--- config.mk ---
export PLATFORM = sky130hd
export DESIGN_NAME = gf2_div
export DESIGN_NICKNAME = d
export VERILOG_FILES = /design/src/rtl/gf2_div.sv
export SDC_FILE = /design/constraint.sdc
export NUM_CORES = 1
export LEC_CHECK = 0
export ABC_CLOCK_PERIOD_IN_PS = 6600
export CAP_MARGIN = 10
export CORE_MARGIN = 2
export CORE_UTILIZATION = 55
export CTS_CLUSTER_DIAMETER = 60
export DETAILED_ROUTE_END_ITERATION = 7
export PLACE_DENSITY = 0.81
export SKIP_LAST_GASP = 1
export SYNTH_ARGS = -nofsm -noshare
export SYNTH_HDL_FRONTEND = slang
export SYNTH_SLANG_ARGS = --single-unit
--- constraint.sdc ---
create_clock -name clk -period 6.6 [get_ports clk]
set_input_delay 0.99 -clock clk [delete_from_list [all_inputs] [get_ports clk]]
set_output_delay 0.99 -clock clk [all_outputs]
set_load 0.05 [all_outputs]
--- src/rtl/gf2_div.sv ---
// Iterative GF(2) polynomial divider: dividend = quotient*divisor ^ remainder, deg r < deg b.
// Build option GF2_DIV_EARLY_EXIT_EN: leave RUN once the partial remainder drops below deg b.
module gf2_div #(
   parameter int unsigned N = 32
) (
   input  logic         clk,
   input  logic         reset,
   input  logic         start,
   input  logic [N-1:0] dividend,
   input  logic [N-1:0] divisor,
   output logic         busy,
   output logic         done,
   output logic [N-1:0] quotient,
   output logic [N-1:0] remainder,
   output logic         div_zero
);
   localparam int unsigned DW = (N > 1) ? $clog2(N) : 1;

   typedef enum logic [1:0] {IDLE, RUN, FIN} state_t;

   state_t        state;
   logic [N-1:0]  r;
   logic [N-1:0]  q;
   logic [N-1:0]  b;
   logic [N-1:0]  r_nxt;
   logic [N-1:0]  q_nxt;
   logic [DW-1:0] db;
   logic          load_fin;
   logic          step_exit;

   // Index of the highest set bit; zero for a zero operand.
   function automatic logic [DW-1:0] deg(input logic [N-1:0] v);
      logic [DW-1:0] d;
      d = '0;
      for (int i = 0; i < N; i++)
         if (v[i]) d = DW'(i);
      return d;
   endfunction

`ifdef GF2_DIV_EARLY_EXIT_EN
   logic [DW-1:0] dr;
   logic [DW-1:0] dr_nxt;
   logic [DW-1:0] sh;

   // One reduction step aligned on the current remainder degree.
   always_comb begin
      dr    = deg(r);
      r_nxt = r;
      q_nxt = q;
      sh    = '0;
      if (r != '0 && dr >= db) begin
         sh    = dr - db;
         r_nxt = r ^ (b << sh);
         q_nxt = q | (N'(1) << sh);
      end
      dr_nxt    = deg(r_nxt);
      step_exit = (r_nxt == '0) || (dr_nxt < db);
   end

   // Nothing to reduce: results are known at load time.
   assign load_fin = (divisor == '0) || (dividend == '0) || (deg(dividend) < deg(divisor));
`else
   localparam logic [DW:0] LAST = (DW+1)'(N - 1);

   logic [DW-1:0] s;
   logic [DW:0]   idx;
   logic          r_hit;

   // Fixed schedule: shift s walks N-1 down to 0, stepping only where R has the aligned bit.
   always_comb begin
      r_nxt = r;
      q_nxt = q;
      idx   = {1'b0, s} + {1'b0, db};
      r_hit = |(r & (N'(1) << idx));
      if (idx <= LAST && r_hit) begin
         r_nxt = r ^ (b << s);
         q_nxt = q | (N'(1) << s);
      end
      step_exit = (s == '0);
   end

   assign load_fin = (divisor == '0);

   always_ff @(posedge clk) begin
      if (reset)
         s <= '0;
      else if (state == IDLE)
         s <= DW'(N - 1);
      else if (state == RUN)
         s <= s - DW'(1);
   end
`endif

   // Control FSM; results and flags are published together with done.
   always_ff @(posedge clk) begin
      if (reset) begin
         state     <= IDLE;
         busy      <= 1'b0;
         done      <= 1'b0;
         quotient  <= '0;
         remainder <= '0;
         div_zero  <= 1'b0;
         r         <= '0;
         q         <= '0;
         b         <= '0;
         db        <= '0;
      end else begin
         done <= 1'b0;
         case (state)
            IDLE: begin
               if (start) begin
                  r        <= dividend;
                  q        <= '0;
                  b        <= divisor;
                  db       <= deg(divisor);
                  div_zero <= 1'b0;
                  busy     <= 1'b1;
                  state    <= load_fin ? FIN : RUN;
               end
            end
            RUN: begin
               r <= r_nxt;
               q <= q_nxt;
               if (step_exit) state <= FIN;
            end
            FIN: begin
               done      <= 1'b1;
               busy      <= 1'b0;
               quotient  <= q;
               remainder <= r;
               div_zero  <= (b == '0);
               state     <= IDLE;
            end
            default: state <= IDLE;
         endcase
      end
   end

endmodule

==> results of run 1 <==
critical path: stages, from the launching register on:
cell	delay, ns
dfxtp_1	0.32
ha_1	0.23
fa_1	0.87
inv_1	0.27
nor4_1	0.33
a21oi_1	0.07
mux2i_1	0.19
nor3_1	0.10
nor3_1	0.87
nand4_1	0.51
o21ai_0	0.31
layer usage:
metal / GRT usage / vias up / routed length (um)
met1: 0.418 / 4343 / 11700
met5: 0 / - / 0
met2: 0.503 / 419 / 13200
met4: 0.125 / 0 / 921
li1: - / 4409 / -
met3: 0.0518 / 73 / 2130
final timing paths:
check / startpoint / slack, ns / depth (start not counted) / endpoint
worst max-delay path: db[0] / 2.44 / 10 / q[5]
worst min-delay path: remainder[28] / 0.45 / 2 / remainder[28]
worst max register to register: db[0] / 2.44 / 10 / q[5]
worst min register to register: remainder[28] / 0.45 / 2 / remainder[28]
report_power, final:
group / switching [mW] / internal, mW
clock network: 0.467 / 0.517
logic: 0.343 / 0.226
registers: 0.0682 / 1.10
total: 0.878 / 1.84
logic make-up (layout without fill, tap and decap cells):
kind of cell    Yosys count  in the layout  synth area share
simple gates            486            486             0.229
compound gates          349            349             0.218
buf+inv                 107            192            0.0478
xor+xnor                  3              3           0.00362
mux                      67             67             0.110
fa+ha+maj                11             11            0.0156
flops                   175            175             0.376
cell usage in the layout, fill, tap and decap left out, drive strengths merged, types with 7 or more instances in the layout:
master and n:
a211oi 9, a21oi 188, a31oi 11, buf 16
clkbuf 19, clkdlybuf4s50 132, dfxtp 175, ha 10
inv 21, mux2 14, mux2i 26, mux4 27
nand2 283, nand2b 25, nand3 16, nor2 61
nor3 45, nor4 15, o211ai 7, o21ai 67
o32ai 18, or2 8
cell type report:
cell class              count  area (um^2)  area share
multi-input cells         916         5390       0.480
flip-flops and latches    175         3510       0.312
repair buffers            148         1440       0.128
clock buffers              19          453      0.0403
well taps                 220          275      0.0245
clock inverters            12          115      0.0103
inverters                  13         48.8     0.00435
registers in the layout, indices dropped and copies added (netlist names):
| register | count |
|---|---|
| quotient | 32 |
| done | 1 |
| div_zero | 1 |
| q | 32 |
| db | 5 |
| s | 5 |
| b | 32 |
| remainder | 32 |
| state | 2 |
| busy | 1 |
| r | 32 |
cells in the mapped netlist, types with 4 or more instances:
| cell type | instances |
|---|---|
| nor2_1 | 61 |
| buf_2 | 14 |
| inv_1 | 12 |
| buf_1 | 5 |
| nor4_1 | 14 |
| a211oi_1 | 9 |
| or2_1 | 4 |
| mux4_2 | 27 |
| and2_1 | 4 |
| dfxtp_1 | 175 |
| nand2_1 | 283 |
| nor3_1 | 44 |
| mux2i_1 | 26 |
| o31a_1 | 4 |
| a31oi_1 | 11 |
| a21oi_1 | 188 |
| nand2b_1 | 25 |
| mux2_2 | 14 |
| o32ai_1 | 18 |
| a22o_1 | 5 |
| a221oi_1 | 4 |
| o211ai_1 | 7 |
| nor2b_1 | 6 |
| o21ai_1 | 5 |
| clkbuf_1 | 70 |
| o31ai_1 | 6 |
| o21ai_0 | 62 |
| ha_1 | 10 |
| nand4_1 | 5 |
| nand3_1 | 16 |
through the flow:
stage                     utilization  setup slack [ns]  instance area, um^2  hold WS, ns
after CTS                       0.677              2.52                11200        0.455
after detailed placement        0.643              2.54                10700        0.442
after global placement          0.643              2.62                10700        0.441
after floorplan                     -              3.67                 9320        0.425
after global routing            0.677              2.07                11200        0.470
final                           0.677              2.44                11200        0.452
==> metrics, run 1 <==
status completed; CTS tree done; maximum fanout encountered on the critical timing path 13; area of the die 18000 um^2; global-route congestion overflow total 0; Nets 1349; clock edge transition at the registers on the reported setup and hold paths 0.07 ns; drt drc 0; wire length of the first global-routing pass 44.5 mm; Post-Layout Cell Count 1503; share of synthesized flip-flops with an asynchronous set or reset 0; Row Count 47; total power of the final layout 2.72 mW; Critical Path RT 6.95 ns; number of levels in the clock H-tree 4; number of global-route vias before repair 8455; FF+latch count, synth 175; cell total after placement 1472; synthesized area per cell 7.78 um^2; RSZ-0062 raised after global routing no; maximum number of pins on one net before global-route repair 72; area share of the largest cell type after synthesis 0.376; top-level I/O count 134; Period Utilization, post-route 0.631; synthesized cell area 9320 um^2; number of buffers added on ports 133; final-layout setup total negative slack 0 ns; number of warnings issued by yosys 0; Post-CTS Setup Repair Bufs 0; worst slew pin tran 1.13 ns; violation count after the first detailed-route iteration 894; area added between synthesis and finish 20.4%; all-layer global routing usage 0.312; largest cells by area after synthesis dfxtp_1 38%, nand2_1 11%, a21oi_1 10%; Power Dens Cells 242 nW/um^2; Core ar. 16600 um^2; total number of vias 9244; largest buffer count on any clock path 2; horizontal extent of the die 134 um; maximum vdd drop 0.209 mV; effective utilization at floorplan 0.562; Worst Setup End Kind flop; Clk Latency, worst-skew pair 0.44 ns; syn nets 1276; post-layout min period 4.16 ns; max_slew headroom 0.241; WL per Instance 18.6 um; Detailed Routing Iterations Pass 1 6; CTS buffer count 17; fill cell total of the finished layout 1453; leakage power 3.87 nW; data arrival time of the critical path 4.51 ns; hold buffer count at cts 0; setup clock skew after layout 0.00939 ns; CP startpoint kind flop; CTS resizes 0; Post-Route WL 28.0 mm; number of slew-limit violations in the final report 0; cell type with the largest total area after synthesis dfxtp_1; register area share after synthesis 0.376; number of hold violations in the final report 0; layout cells sized above 1 0.0779; diodes inserted 0; Hold WC Path Type flop to flop; die height 134 um; Final Setup Violations 0; number of vias per cell after detailed routing 6.15; total half-perimeter wirelength after legalization and detailed placement 20.1 mm; antenna-violating nets left 0; cell chosen for the clock root clkbuf_16; Crit Path Category flop to flop; fmax 240 MHz; final weighted congestion in routability-driven placement 0.917; Distinct cells, synth 67; Max Cap Violations 0; Sink Count 175; number of antenna violations at the first check in global routing 0; Post-synth EDFFs 0; Gate Count Post-Synth 1198; most instantiated flip-flop cell in the synthesis netlist dfxtp_1
(Power assumes the default switching activity.)
==> run 2: changes to the inputs <==
Settings changed: ABC_CLOCK_PERIOD_IN_PS 6600 to 4200.
Clock period 6.6 ns to 4.2 ns, I/O delays scaled along.
==> run 2 against run 1 <==
  * Utilization up 0.54 points
  * Clock skew rose by 0.0036 ns
  * Highest routed layer unchanged
  * Combinational power grew 59%
  * Register-to-register slack got worse by 1.9 ns
  * Largest cell class unchanged
==> metrics, run 2 (synthesis results as in run 1) <==
clock group share of total power 0.378 (+0.016); switching part of the total power 0.325 (+0.00190); final weighted congestion in routability-driven placement 0.956 (+4.2%); data arrival time of the critical path 3.99 ns (-0.52 ns); cell chosen for the clock root clkbuf_16; hold buffer count at cts 0 (unchanged); total half-perimeter wirelength after legalization and detailed placement 19.6 mm (-2.5%); post-layout min period 3.70 ns (-0.467 ns); Max Cap Violations 0 (unchanged); maximum fanout encountered on the critical timing path 22 (+9); switching power 1.43 mW (+63%); CTS resizes 0 (unchanged); Post-Route WL 27.5 mm (-1.7%); proportion of power drawn by flip-flops and latches 0.417 (-0.012); horizontal extent of the die 134 um (unchanged); length in cells of the worst reg-to-reg path 11 (+1); fmax 271 MHz (+13%); Row Count 47 (unchanged); share of total power in combinational logic 0.205 (-0.004); startpoint of the worst register-to-register path db[0]; global-route met1 utilization 0.424 (+0.00584); number of antenna violations at the first check in global routing 0 (unchanged); clock edge transition at the registers on the reported setup and hold paths 0.08 ns (about the same); Period Utilization, post-route 0.880 (+0.249); Hold WC Path Type flop to flop; global routing met3 resource utilization 0.0578 (+0.00605); worst setup margin 0.505 ns (-1.93 ns); number of slew-limit violations in the final report 0 (unchanged); end of the worst register-to-register path r[4]; final core area utilization 0.683 (+0.00543); total number of vias 9229 (-0.16%); WL per Instance 18.2 um (-2.0%); leading cell type in the layout, fill and taps excluded nand2_1; largest buffer count on any clock path 2 (unchanged); Sink Count 175 (unchanged); area added between synthesis and finish 21.4%; CTS tree done; Placement Setup Slack 0.643 ns (-1.90 ns); Core ar. 16600 um^2 (unchanged); die height 134 um (unchanged); diodes inserted 0 (unchanged); violation count after the first detailed-route iteration 858 (-4.0%); area of the die 18000 um^2 (unchanged); Nets 1353 (+0.30%); most frequent cells in the layout 283 x nand2_1, 188 x a21oi_1, 173 x dfxtp_1; worst hold slack 0.448 ns (-0.00485 ns); reg-to-reg slack, setup 0.50 ns (-1.93 ns); RSZ-0062 raised after global routing no; maximum vdd drop 0.296 mV (+42%); wire length of the first global-routing pass 44.0 mm (-1.1%); max_slew headroom 0.264 (+0.0231); crit path launch db[0]; number of hold violations in the final report 0 (unchanged); maximum number of pins on one net before global-route repair 72 (unchanged); top-level I/O count 134 (unchanged); all-layer global routing usage 0.307 (-0.00485); number of levels in the clock H-tree 4 (unchanged); worst slew pin tran 1.10 ns (-0.0283 ns); fill cell total of the finished layout 1415 (-2.6%); met2 track demand over resource 0.490 (-0.0139); Clk Latency, worst-skew pair 0.45 ns (about the same); destination of the critical timing path r[4]; antenna-violating nets left 0 (unchanged); number of buffers added on ports 133 (unchanged); number of global-route vias before repair 8253 (-2.4%); CTS buffer count 17 (unchanged); status completed; final-layout setup total negative slack 0 ns (unchanged); number of vias per cell after detailed routing 6.12 (-0.49%); leakage power 3.92 nW (+1.2%); Critical Path RT 4.49 ns (-2.46 ns); CP startpoint kind flop; Power Dens Cells 389 nW/um^2 (+60%); Crit Path Category flop to flop; Detailed Routing Iterations Pass 1 5 (-1); layout cells sized above 1 0.0815 (+0.00358); effective utilization at floorplan 0.562 (unchanged); setup clock skew after layout 0.0130 ns (+0.00359 ns); global-route congestion overflow total 0 (unchanged); cell internal pwr 2.97 mW (+61%); routing layer with the top usage in global route met2; Post-CTS Setup Repair Bufs 0 (unchanged); Worst Setup End Kind flop; Final Setup Violations 0 (unchanged); drt drc 0 (unchanged)
[run 2: cell types whose count changed in the layout (fill, tap and decap cells not counted), sizes merged]
cell	before	now
clkinvlp	1	0
clkbuf	19	18
bufinv	0	1
clkinv	3	6
buf	16	20
inv	21	20
[run 2: how the worst min path moves through the flow]
stage	cells past startpoint	endpoint	start
2_1_floorplan	2	q[10]	q[10]
3_3_place_gp	2	q[20]	q[20]
3_5_place_dp	2	q[16]	q[16]
4_1_cts	2	quotient[18]	q[18]
5_1_grt	2	remainder[11]	remainder[11]
6_report	2	quotient[27]	q[27]
[run 2: worst max-delay path, stage by stage, from the launching register on]
cell,delay (ns)
dfxtp_1,0.31
ha_1,0.23
fa_1,0.87
inv_1,0.28
and4_1,0.24
a21oi_1,0.15
mux2i_1,0.10
nor3_1,0.27
o31a_1,0.51
buf_4,0.35
or2_0,0.17
a21oi_1,0.07
[run 2: metal layers]
layer,up-vias,share of wire
met5,-,0
met4,0,0.028
met3,59,0.080
met2,419,0.47
met1,4325,0.42
li1,4426,-
[run 2: stage by stage]
| stage | area, um^2 | total power, mW | std cells |
|---|---|---|---|
| after floorplan | 9320 | 2.47 | 1198 |
| after global placement | 10700 | 2.73 | 1476 |
| after detailed placement | 10700 | 2.74 | 1476 |
| after CTS | 11300 | 4.39 | 1508 |
| after global routing | 11300 | 4.56 | 1508 |
| final | 11300 | 4.40 | 1508 |
[run 2: final cells by class]
class / instances / area [um^2] / share of cell area
clock inverter: 14 / 189 / 0.0167
clock buffer: 18 / 439 / 0.0388
inverter: 13 / 48.8 / 0.00431
sequential: 175 / 3510 / 0.310
timing repair buffer: 152 / 1470 / 0.130
multi-input combinational: 916 / 5390 / 0.476
tap: 220 / 275 / 0.0243
[run 2: power groups by stage]
stage | clock (mW) | combinational (mW) | sequential (mW)
6_report | 1.66 | 0.904 | 1.83
5_1_grt | 1.74 | 0.981 | 1.84
4_1_cts | 1.67 | 0.886 | 1.83
3_5_place_dp | 0 | 0.878 | 1.87
3_3_place_gp | 0 | 0.870 | 1.86
2_1_floorplan | 0 | 0.646 | 1.82
==> run 3: changes to the inputs <==
--- a/config.mk
+++ b/config.mk
@@ -13,4 +13,5 @@
 export DETAILED_ROUTE_END_ITERATION = 7
 export PLACE_DENSITY = 0.81
+export REMOVE_ABC_BUFFERS = 1
 export SKIP_LAST_GASP = 1
 export SYNTH_ARGS = -nofsm -noshare
==> constraint.sdc (replaced) <==
create_clock -name clk -period 4.2 [get_ports clk]
set_input_delay 0.63 -clock clk [delete_from_list [all_inputs] [get_ports clk]]
set_output_delay 0.63 -clock clk [all_outputs]
set_load 0.02 [all_outputs]
==> run 3 against run 2 <==
  * Global-route usage down 1.2 points
  * Largest cell class unchanged
  * Final area grew 0.15%
  * Setup slack better by 0.24 ns
  * Cell count about the same
  * Maximum frequency increased by 6.8%
  * Total power fell by 0.72%
  * Die area is the same
==> metrics, run 3 (synthesis results as in run 1) <==
CTS tree done; number of buffers added on ports 133 (unchanged); WL per Instance 17.4 um (-4.4%); effective utilization at floorplan 0.562 (unchanged); most frequent cells in the layout 283 x nand2_1, 188 x a21oi_1, 173 x dfxtp_1; maximum number of pins on one net before global-route repair 72 (unchanged); number of antenna violations at the first check in global routing 0 (unchanged); horizontal extent of the die 134 um (unchanged); number of levels in the clock H-tree 4 (unchanged); fmax 289 MHz (+6.8%); top-level I/O count 134 (unchanged); Period Utilization, post-route 0.823 (-0.0564); Max Cap Violations 0 (unchanged); RSZ-0062 raised after global routing no; clock group share of total power 0.378 (about the same); Worst Setup End Kind flop; wire length of the first global-routing pass 42.9 mm (-2.6%); max incr delay on CP 0.83 ns (-0.04 ns); worst hold slack 0.448 ns (+0.000814 ns); final weighted congestion in routability-driven placement 0.922 (-3.5%); Critical Path RT 4.56 ns (+0.07 ns); maximum vdd drop 0.319 mV (+7.8%); CTS resizes 0 (unchanged); data arrival time of the critical path 3.82 ns (-0.17 ns); diodes inserted 0 (unchanged); Row Count 47 (unchanged); number of slew-limit violations in the final report 0 (unchanged); setup clock skew after layout 0.0106 ns (-0.00238 ns); Sink Count 175 (unchanged); Post-Route WL 26.3 mm (-4.4%); cell internal pwr 3.01 mW (+1.3%); switching part of the total power 0.311 (-0.0135); worst slew pin tran 0.965 ns (-0.137 ns); number of global-route vias before repair 8486 (+2.8%); CTS buffer count 17 (unchanged); final core area utilization 0.684 (+0.00106); final-layout setup total negative slack 0 ns (unchanged); die height 134 um (unchanged); Post-CTS Setup Repair Bufs 0 (unchanged); clock edge transition at the registers on the reported setup and hold paths 0.07 ns (about the same); Nets 1354 (+0.074%); antenna-violating nets left 0 (unchanged); leading cell type in the layout, fill and taps excluded nand2_1; all-layer global routing usage 0.295 (-0.0117); leakage power 3.92 nW (+0.21%); area added between synthesis and finish 21.6%; Power Dens Cells 385 nW/um^2 (-0.87%); status completed; layout cells sized above 1 0.0822 (+0.000713); sequence of cells on the critical path ha_1 > fa_1 > inv_1 > nor4_1 > a21oi_1 > mux2i_1 > nor3_1 > o31a_2 > buf_4 > or2_0 > a21oi_1; Hold WC Path Type flop to flop; cell total after placement 1477 (+0.068%); max_slew headroom 0.356 (+0.0927); post-layout min period 3.46 ns (-0.237 ns); Core ar. 16600 um^2 (unchanged); hold buffer count at cts 0 (unchanged); largest buffer count on any clock path 2 (unchanged); total number of vias 9277 (+0.52%); number of hold violations in the final report 0 (unchanged); area of the die 18000 um^2 (unchanged); CP startpoint kind flop; violation count after the first detailed-route iteration 927 (+8.0%); slowest library cell on the worst path fa_1; share of total power in combinational logic 0.206 (about the same); proportion of power drawn by flip-flops and latches 0.416 (about the same); Detailed Routing Iterations Pass 1 6 (+1); Clk Latency, worst-skew pair 0.44 ns (about the same); Crit Path Category flop to flop; global-route congestion overflow total 0 (unchanged); Post-Layout Cell Count 1509 (+0.066%); reg-to-reg slack, setup 0.74 ns (+0.24 ns); most used cell along the critical path a21oi_1; cell chosen for the clock root clkbuf_16; Final Setup Violations 0 (unchanged); number of vias per cell after detailed routing 6.15 (+0.45%); drt drc 0 (unchanged); maximum fanout encountered on the critical timing path 17 (-23%); total half-perimeter wirelength after legalization and detailed placement 18.3 mm (-6.6%); switching power 1.36 mW (-4.8%); total power of the final layout 4.37 mW (-0.72%)
## run 3: cell type report
type / instances / area [um^2]
repair buffers: 153 / 1490
fillers: 1426 / 5250
clock buffers: 18 / 429
inverters: 13 / 48.8
well taps: 220 / 275
multi-input cells: 916 / 5390
clock inverters: 14 / 195
flip-flops and latches: 175 / 3510
## run 3: worst paths after layout
| path | from | endpoint | cells after the start |
|---|---|---|---|
| worst min-delay path | q[11] | quotient[11] | 2 |
| worst max register to register | db[0] | r[6] | 11 |
| worst min register to register | q[11] | quotient[11] | 2 |
| worst max-delay path | db[0] | r[6] | 11 |
## run 3: power groups by stage
stage / sequential, mW / combinational [mW] / clock (mW)
floorplan: 1.86 / 0.546 / 0
global placement: 1.85 / 0.863 / 0
detailed placement: 1.85 / 0.877 / 0
CTS: 1.81 / 0.887 / 1.66
global route: 1.82 / 0.979 / 1.73
finish: 1.82 / 0.902 / 1.65
## run 3: per-layer routing
| layer | track usage | vias to the layer above | routed length [um] |
|---|---|---|---|
| li1 | - | 4415 | - |
| met1 | 0.401 | 4385 | 11100 |
| met2 | 0.480 | 413 | 12500 |
| met3 | 0.0544 | 64 | 1950 |
| met4 | 0.0901 | 0 | 699 |
| met5 | 0 | - | 0 |
## run 3: worst max-delay path: cells and delay by family (launching register included)
kind | cells | cell delay (ns)
AO/OA/AOI/OAI | 3 | 0.62
buffers and inverters | 2 | 0.49
adder cells (fa/ha/maj) | 2 | 1.06
multiplexers | 1 | 0.20
AND/OR/NAND/NOR | 3 | 0.67
flip-flops | 1 | 0.32
## run 3: metrics by stage
step	instance area, um^2	setup slack [ns]
finish	11300	0.741
global route	11300	0.517
CTS	11300	0.783
detailed placement	10700	0.836
global placement	10700	0.882
floorplan	8930	-0.562
